## config.mk

```make
export PLATFORM = sky130hd
export DESIGN_NAME = morse_keyer
export DESIGN_NICKNAME = d
export VERILOG_FILES = /design/src/rtl/morse_pkg.sv /design/src/rtl/morse_unit_timer.sv /design/src/rtl/morse_keyer.sv
export SDC_FILE = /design/constraint.sdc
export NUM_CORES = 1
export LEC_CHECK = 0
export BUFFER_PORTS_ARGS = -buffer_cell sky130_fd_sc_hd__buf_2
export CAP_MARGIN = 20
export CORE_MARGIN = 2
export CORE_UTILIZATION = 47
export DETAILED_ROUTE_END_ITERATION = 10
export PLACE_DENSITY_LB_ADDON = 0.3
export SYNTH_ARGS = -nofsm -noshare
export SYNTH_HDL_FRONTEND = slang
export SYNTH_SLANG_ARGS = --single-unit
```

## constraint.sdc

```tcl
create_clock -name i_Clock -period 3.5 [get_ports i_Clock]
set_input_delay 0.35 -clock i_Clock [delete_from_list [all_inputs] [get_ports i_Clock]]
set_output_delay 0.35 -clock i_Clock [all_outputs]
set_load 0.02 [all_outputs]
```

## src/rtl/morse_pkg.sv

```systemverilog
// -----------------------------------------------------------------------------
// morse_pkg
// Shared definitions for the Morse keyer:
//   - FSM state encoding (IDLE, MARK, SPACE, GAP)
//   - Morse timing constants, expressed in units
//   - helpers that map a symbol or a gap type to its unit count
// -----------------------------------------------------------------------------
package morse_pkg;

  localparam int STATE_W = 2;
  localparam logic [STATE_W-1:0] ST_IDLE  = 2'd0;
  localparam logic [STATE_W-1:0] ST_MARK  = 2'd1;
  localparam logic [STATE_W-1:0] ST_SPACE = 2'd2;
  localparam logic [STATE_W-1:0] ST_GAP   = 2'd3;

  // Wide enough for the longest segment (a word gap of 7 units).
  localparam int UNITS_W = 3;
  localparam logic [UNITS_W-1:0] DOT_UNITS      = 3'd1;
  localparam logic [UNITS_W-1:0] DASH_UNITS     = 3'd3;
  localparam logic [UNITS_W-1:0] SYM_GAP_UNITS  = 3'd1;
  localparam logic [UNITS_W-1:0] CHAR_GAP_UNITS = 3'd3;
  localparam logic [UNITS_W-1:0] WORD_GAP_UNITS = 3'd7;

  // Mark length in units for one symbol (0 = dot, 1 = dash).
  function automatic logic [UNITS_W-1:0] sym_units(input logic is_dash);
    logic [UNITS_W-1:0] units;
    if (is_dash) begin
      units = DASH_UNITS;
    end else begin
      units = DOT_UNITS;
    end
    return units;
  endfunction

  // Trailing gap in units after the last mark of a character.
  function automatic logic [UNITS_W-1:0] gap_units(input logic word_end);
    logic [UNITS_W-1:0] units;
    if (word_end) begin
      units = WORD_GAP_UNITS;
    end else begin
      units = CHAR_GAP_UNITS;
    end
    return units;
  endfunction

endpackage

```

## src/rtl/morse_unit_timer.sv

```systemverilog
// -----------------------------------------------------------------------------
// morse_unit_timer
// Segment timer for the keyer. A prescaler produces a one-cycle unit tick every
// UNIT_CYCLES clocks; a unit counter, loaded with the segment length in units,
// counts those ticks down. o_Expired is high in the last clock of the segment,
// so a segment of N units lasts exactly N*UNIT_CYCLES clocks after the load.
//
// Ports:
//   i_Clock    rising-edge clock
//   i_Reset    synchronous active-high reset
//   i_Clear    stop the timer and zero both counters
//   i_Load     start a new segment of i_Units units (wins over a running count)
//   i_Units    segment length in units
//   o_Expired  high during the final clock of the loaded segment
// -----------------------------------------------------------------------------
module morse_unit_timer
  import morse_pkg::*;
#(
  parameter int UNIT_CYCLES = 6250000
) (
  input  logic               i_Clock,
  input  logic               i_Reset,
  input  logic               i_Clear,
  input  logic               i_Load,
  input  logic [UNITS_W-1:0] i_Units,
  output logic               o_Expired
);

  // The prescaler only ever runs to UNIT_CYCLES-1 and then restarts on the
  // tick, so whole segments are counted in units and nothing can overflow.
  localparam int CYC_W = $clog2(7 * UNIT_CYCLES);
  localparam logic [CYC_W-1:0]   CYC_ZERO   = CYC_W'(0);
  localparam logic [CYC_W-1:0]   CYC_ONE    = CYC_W'(1);
  localparam logic [CYC_W-1:0]   CYC_LAST   = CYC_W'(UNIT_CYCLES - 1);
  localparam logic [UNITS_W-1:0] UNITS_ZERO = UNITS_W'(0);
  localparam logic [UNITS_W-1:0] UNITS_ONE  = UNITS_W'(1);

  logic [CYC_W-1:0]   cyc_q,   cyc_d;
  logic [UNITS_W-1:0] units_q, units_d;
  logic               active_s;
  logic               tick_s;

  assign active_s  = (units_q != UNITS_ZERO);
  assign tick_s    = active_s && (cyc_q == CYC_LAST);
  assign o_Expired = tick_s && (units_q == UNITS_ONE);

  // Next-state logic for prescaler and unit down-counter.
  always_comb begin
    cyc_d   = cyc_q;
    units_d = units_q;
    if (i_Clear) begin
      cyc_d   = CYC_ZERO;
      units_d = UNITS_ZERO;
    end else if (i_Load) begin
      cyc_d   = CYC_ZERO;
      units_d = i_Units;
    end else if (tick_s) begin
      cyc_d   = CYC_ZERO;
      units_d = units_q - UNITS_ONE;
    end else if (active_s) begin
      cyc_d   = cyc_q + CYC_ONE;
    end else begin
      cyc_d   = cyc_q;
      units_d = units_q;
    end
  end

  // Counter registers.
  always_ff @(posedge i_Clock) begin
    if (i_Reset) begin
      cyc_q   <= CYC_ZERO;
      units_q <= UNITS_ZERO;
    end else begin
      cyc_q   <= cyc_d;
      units_q <= units_d;
    end
  end

endmodule

```

## src/rtl/morse_keyer.sv

```systemverilog
// -----------------------------------------------------------------------------
// morse_keyer
// Keys one Morse character per request onto o_LED. A character is a pattern of
// up to MAX_SYMBOLS dots/dashes (MSB first, 1 = dash) followed by a character
// gap (3 units) or a word gap (7 units).
//
// Ports:
//   i_Clock     rising-edge clock
//   i_Reset     synchronous active-high reset
//   i_Valid     character request, taken when i_Valid && o_Ready
//   i_Pattern   symbols, MSB first, 0 = dot, 1 = dash
//   i_Length    number of symbols (clamped to MAX_SYMBOLS)
//   i_Word_End  1 = trailing word gap, 0 = trailing character gap
//   i_Abort     drop the current character at once, no completion pulse
//   o_Ready     high in IDLE
//   o_LED       keyed output, 1 = mark
//   o_Busy      high outside IDLE
//   o_Done      one-cycle pulse when a character (with its gap) completes
// -----------------------------------------------------------------------------
module morse_keyer
  import morse_pkg::*;
#(
  parameter int UNIT_CYCLES = 6250000,
  parameter int MAX_SYMBOLS = 8,
  parameter int LEN_W       = $clog2(MAX_SYMBOLS + 1)
) (
  input  logic                   i_Clock,
  input  logic                   i_Reset,
  input  logic                   i_Valid,
  input  logic [MAX_SYMBOLS-1:0] i_Pattern,
  input  logic [LEN_W-1:0]       i_Length,
  input  logic                   i_Word_End,
  input  logic                   i_Abort,
  output logic                   o_Ready,
  output logic                   o_LED,
  output logic                   o_Busy,
  output logic                   o_Done
);

  // One extra bit so the index can reach L == MAX_SYMBOLS without wrapping.
  localparam int IDX_W = $clog2(MAX_SYMBOLS) + 1;
  localparam logic [IDX_W-1:0]       IDX_ZERO = IDX_W'(0);
  localparam logic [IDX_W-1:0]       IDX_ONE  = IDX_W'(1);
  localparam logic [LEN_W-1:0]       LEN_ZERO = LEN_W'(0);
  localparam logic [LEN_W-1:0]       LEN_MAX  = LEN_W'(MAX_SYMBOLS);
  localparam logic [MAX_SYMBOLS-1:0] PAT_ZERO = MAX_SYMBOLS'(0);

  logic [STATE_W-1:0]     state_q, state_d;
  logic [MAX_SYMBOLS-1:0] pat_q,   pat_d;
  logic [LEN_W-1:0]       len_q,   len_d;
  logic                   word_q,  word_d;
  logic [IDX_W-1:0]       idx_q,   idx_d;
  logic                   led_q,   led_d;
  logic                   busy_q,  busy_d;
  logic                   ready_q, ready_d;
  logic                   done_q,  done_d;

  logic [LEN_W-1:0]   len_clamp_s;
  logic [IDX_W-1:0]   idx_next_s;
  logic               tmr_clear_s;
  logic               tmr_load_s;
  logic [UNITS_W-1:0] tmr_units_s;
  logic               tmr_expired_s;

  assign idx_next_s = idx_q + IDX_ONE;

  assign o_Ready = ready_q;
  assign o_LED   = led_q;
  assign o_Busy  = busy_q;
  assign o_Done  = done_q;

  morse_unit_timer #(
    .UNIT_CYCLES (UNIT_CYCLES)
  ) u_timer (
    .i_Clock   (i_Clock),
    .i_Reset   (i_Reset),
    .i_Clear   (tmr_clear_s),
    .i_Load    (tmr_load_s),
    .i_Units   (tmr_units_s),
    .o_Expired (tmr_expired_s)
  );

  // Clamp the requested length to the pattern width.
  always_comb begin
    if (i_Length > LEN_MAX) begin
      len_clamp_s = LEN_MAX;
    end else begin
      len_clamp_s = i_Length;
    end
  end

  // FSM next state, symbol bookkeeping and timer control.
  always_comb begin
    state_d     = state_q;
    pat_d       = pat_q;
    len_d       = len_q;
    word_d      = word_q;
    idx_d       = idx_q;
    done_d      = 1'b0;
    tmr_clear_s = 1'b0;
    tmr_load_s  = 1'b0;
    tmr_units_s = UNITS_W'(0);
    case (state_q)
      ST_IDLE: begin
        // i_Abort is ignored here so it cannot block a transfer.
        if (i_Valid) begin
          pat_d  = i_Pattern;
          len_d  = len_clamp_s;
          word_d = i_Word_End;
          idx_d  = IDX_ZERO;
          if (len_clamp_s != LEN_ZERO) begin
            state_d     = ST_MARK;
            tmr_load_s  = 1'b1;
            tmr_units_s = sym_units(i_Pattern[MAX_SYMBOLS-1]);
          end else if (i_Word_End) begin
            state_d     = ST_GAP;
            tmr_load_s  = 1'b1;
            tmr_units_s = WORD_GAP_UNITS;
          end else begin
            // Empty character without a word gap completes immediately.
            done_d = 1'b1;
          end
        end else begin
          state_d = ST_IDLE;
        end
      end
      ST_MARK: begin
        if (i_Abort) begin
          state_d     = ST_IDLE;
          idx_d       = IDX_ZERO;
          tmr_clear_s = 1'b1;
        end else if (tmr_expired_s) begin
          tmr_load_s = 1'b1;
          if (idx_next_s == IDX_W'(len_q)) begin
            // The trailing gap already includes the inter-symbol space.
            state_d     = ST_GAP;
            tmr_units_s = gap_units(word_q);
          end else begin
            // Shift so the next symbol sits in the MSB for the SPACE->MARK step.
            state_d     = ST_SPACE;
            tmr_units_s = SYM_GAP_UNITS;
            idx_d       = idx_next_s;
            pat_d       = pat_q << 1;
          end
        end else begin
          state_d = ST_MARK;
        end
      end
      ST_SPACE: begin
        if (i_Abort) begin
          state_d     = ST_IDLE;
          idx_d       = IDX_ZERO;
          tmr_clear_s = 1'b1;
        end else if (tmr_expired_s) begin
          state_d     = ST_MARK;
          tmr_load_s  = 1'b1;
          tmr_units_s = sym_units(pat_q[MAX_SYMBOLS-1]);
        end else begin
          state_d = ST_SPACE;
        end
      end
      ST_GAP: begin
        if (i_Abort) begin
          state_d     = ST_IDLE;
          idx_d       = IDX_ZERO;
          tmr_clear_s = 1'b1;
        end else if (tmr_expired_s) begin
          state_d = ST_IDLE;
          idx_d   = IDX_ZERO;
          done_d  = 1'b1;
        end else begin
          state_d = ST_GAP;
        end
      end
      default: begin
        state_d     = ST_IDLE;
        idx_d       = IDX_ZERO;
        tmr_clear_s = 1'b1;
      end
    endcase
  end

  // Outputs are decoded from the next state so they can be registered.
  always_comb begin
    led_d   = (state_d == ST_MARK);
    busy_d  = (state_d != ST_IDLE);
    ready_d = (state_d == ST_IDLE);
  end

  // State and output registers.
  always_ff @(posedge i_Clock) begin
    if (i_Reset) begin
      state_q <= ST_IDLE;
      pat_q   <= PAT_ZERO;
      len_q   <= LEN_ZERO;
      word_q  <= 1'b0;
      idx_q   <= IDX_ZERO;
      led_q   <= 1'b0;
      busy_q  <= 1'b0;
      ready_q <= 1'b1;
      done_q  <= 1'b0;
    end else begin
      state_q <= state_d;
      pat_q   <= pat_d;
      len_q   <= len_d;
      word_q  <= word_d;
      idx_q   <= idx_d;
      led_q   <= led_d;
      busy_q  <= busy_d;
      ready_q <= ready_d;
      done_q  <= done_d;
    end
  end

endmodule

```

==> results.json <==
{
  "antennaDiodeCount": 0,
  "max_freq_mhz": 386,
  "max-cap-violations": 0,
  "cts_made_buffers": 5,
  "wl_per_cell_um": 13.9,
  "antenna_found_initial": 0,
  "leakage_uw": 0.00109,
  "path_clk_slew_ns": 0.10,
  "die_w_um": 81.7,
  "area_growth_pct": 7.28,
  "endpoint_kind": "flop",
  "reg2reg_slack_ns": 0.91,
  "arrival_ns": 2.81,
  "clock-root-buffer": "clkbuf_8",
  "nFillCells": 589,
  "num_vias": 2347,
  "r2r-start": "u_timer.units_q[0]",
  "tns_ns": 0,
  "synthTopCellsByArea": "dfxtp_1 (37%), nor2_1 (7.4%), xnor2_1 (5.9%)",
  "r2r-end": "pat_q[5]",
  "synth_area_sq_um": 2830,
  "first_pass_iters": 4,
  "synthFlopType": "dfxtp_1",
  "report.final.slew_viol_count": 0,
  "mostFrequentLayoutCells": "nor2_1 (56), dfxtp_1 (52), buf_2 (20)",
  "dr.first_iter.drc_count": 118,
  "yosysUniqueCellTypes": 51,
  "cp_max_fo": 14,
  "drive_above_1_share_pct": 10.8,
  "synthArstFlopShare_pct": 0,
  "r2r.worst_path.cells": 8,
  "synth_edf_count": 0,
  "initial_utilization_pct": 48.2,
  "mostFrequentLayoutCell": "nor2_1",
  "gp_congestion": 0.885,
  "fin_skew_ns": 0.00791,
  "setup_violations": 0,
  "finalInstanceArea_sq_um": 3040,
  "ys_ff_latch": 52,
  "clockBufferDepth": 2,
  "post-route-period-util_pct": 74.1,
  "worstSkewPairLatency_ns": 0.31,
  "period_minus_slack_ns": 2.59,
  "hpwl_um": 4310,
  "grt_max_degree": 27,
  "numPortBuffers": 20,
  "clock-sinks": 52,
  "yosysWarnings": 0,
  "drt_wl_total_um": 5810,
  "cts_setup_buffers": 0,
  "viasPerCell": 5.61,
  "ios": 21,
  "nNetsFinal": 369,
  "hold_viol": 0,
  "overflow": 0,
  "htreeDepth": 2,
  "track_usage_pct": 18.7,
  "syn-num-nets": 357,
  "cts_tree": "built",
  "dpl-instance-area_sq_um": 2950,
  "grt_first_pass_wirelength_um": 9730,
  "worst_slew_pin_slew_ns": 0.833,
  "crit_start": "u_timer.units_q[0]",
  "num_rows": 28,
  "worstSetupStartpointType": "flop",
  "worst-setup-path-type": "reg2reg",
  "synthCells": 330,
  "remaining_drc_errors": 0,
  "crit_required_ns": 3.72,
  "critPathCapture": "pat_q[5]",
  "grt_pass1_vias": 2203,
  "synth_top_area_cell": "dfxtp_1",
  "postRouteAntennaNets": 0,
  "outcome": "complete, no violations",
  "cts_hold_buf": 0,
  "die_h_um": 81.7,
  "core_sq_um": 5890,
  "synth.avg_cell_area_sq_um": 8.59,
  "yosysSeqAreaShare_pct": 36.7,
  "cts_resized": 0,
  "peakVddDrop_mv": 0.255,
  "timing.slew.headroom_pct": 44.3,
  "hold_path.class": "in2reg",
  "power_density_nw_per_um2": 363,
  "synth_top_area_share_pct": 36.7,
  "rsz0062_at_grt": "no",
  "die_area_sq_um": 6670
}
## report_power, final
group          internal (uW)  leakage [uW]  total (uW)  switching [uW]
clock                    140     0.0000479         347             207
combinational           52.2      0.000615         134            82.0
sequential               610      0.000423         623            12.8
total                    802       0.00109        1100             301
## cell usage after synthesis (2+ instances only)
library cell and count:
a31oi_1 3, a32o_1 2, a21oi_1 12, buf_2 3
nor3_1 11, nand4_1 6, nand3_1 18, inv_1 7
and4_1 5, nor4b_1 3, nand3b_1 2, mux2i_1 10
and2_1 4, ha_1 10, xor2_1 11, xnor2_1 19
nand2b_1 4, a21o_1 3, buf_6 2, dfxtp_1 52
clkbuf_1 10, and3_1 5, nor4_1 6, nor2_1 56
nor2b_1 4, nand3_2 2, a211oi_2 3, nor3b_1 5
a211oi_1 7, a21boi_0 2, or4_1 2, o21ai_0 5
nand2_1 16, o21a_1 3
## metal layers
metal	vias up	share of wire (%)	GRT usage, %
met5	-	0	0
met4	0	1.1	5.50
met3	7	4.5	4.29
met2	56	49	33.1
met1	1089	45	22.5
li1	1195	-	-
## per-stage QoR
| step | total power (uW) | std cells | utilization [%] | worst slack, ns | hold WS [ns] |
|---|---|---|---|---|---|
| 2_1_floorplan | 738 | 330 | - | 1.24 | 0.437 |
| 3_3_place_gp | 767 | 410 | 50.2 | 0.980 | 0.450 |
| 3_5_place_dp | 771 | 410 | 50.2 | 0.916 | 0.452 |
| 4_1_cts | 1110 | 418 | 51.7 | 0.895 | 0.333 |
| 5_1_grt | 1160 | 418 | 51.7 | 0.641 | 0.345 |
| 6_report | 1100 | 418 | 51.7 | 0.906 | 0.333 |
## flip-flops by register name, indices dropped and copies added, names as in the netlist
register,cells
u_timer.cyc_q,26
pat_q,8
idx_q,4
len_q,4
u_timer.units_q,3
state_q,2
o_Busy,1
o_Done,1
o_LED,1
o_Ready,1
word_q,1
## critical path: stages (launching register included)
cell and delay (ns):
dfxtp_1 0.37, inv_1 0.07, ha_1 0.19, nand2b_1 0.25
nand3_2 0.12, or4_4 0.59, o31ai_4 0.58, nor2_1 0.08
a211oi_1 0.25
## layout make-up
| type | count | area [sq um] | area share [%] |
|---|---|---|---|
| repair buffers | 21 | 108 | 3.54 |
| well taps | 75 | 93.8 | 3.09 |
| multi-input cells | 255 | 1680 | 55.4 |
| clock inverters | 3 | 18.8 | 0.617 |
| inverters | 7 | 26.3 | 0.864 |
| flip-flops and latches | 52 | 1040 | 34.2 |
| clock buffers | 5 | 68.8 | 2.26 |
## worst min path at each step
stage	start	endpoint	cells after the start
6_report	i_Length[3]	len_q[3]	3
5_1_grt	i_Length[3]	len_q[3]	3
4_1_cts	i_Length[3]	len_q[3]	3
3_5_place_dp	word_q	word_q	2
3_3_place_gp	word_q	word_q	2
2_1_floorplan	word_q	word_q	2
## cells by family after synthesis
group,count (synthesis),share of synthesized area [%]
compound gates,50,13.1
xor+xnor,31,10.1
fa+ha+maj,10,4.42
buf+inv,23,3.84
flops,52,36.7
mux,10,3.53
simple gates,154,28.3
No activity file was read; power rests on OpenSTA's default activity.
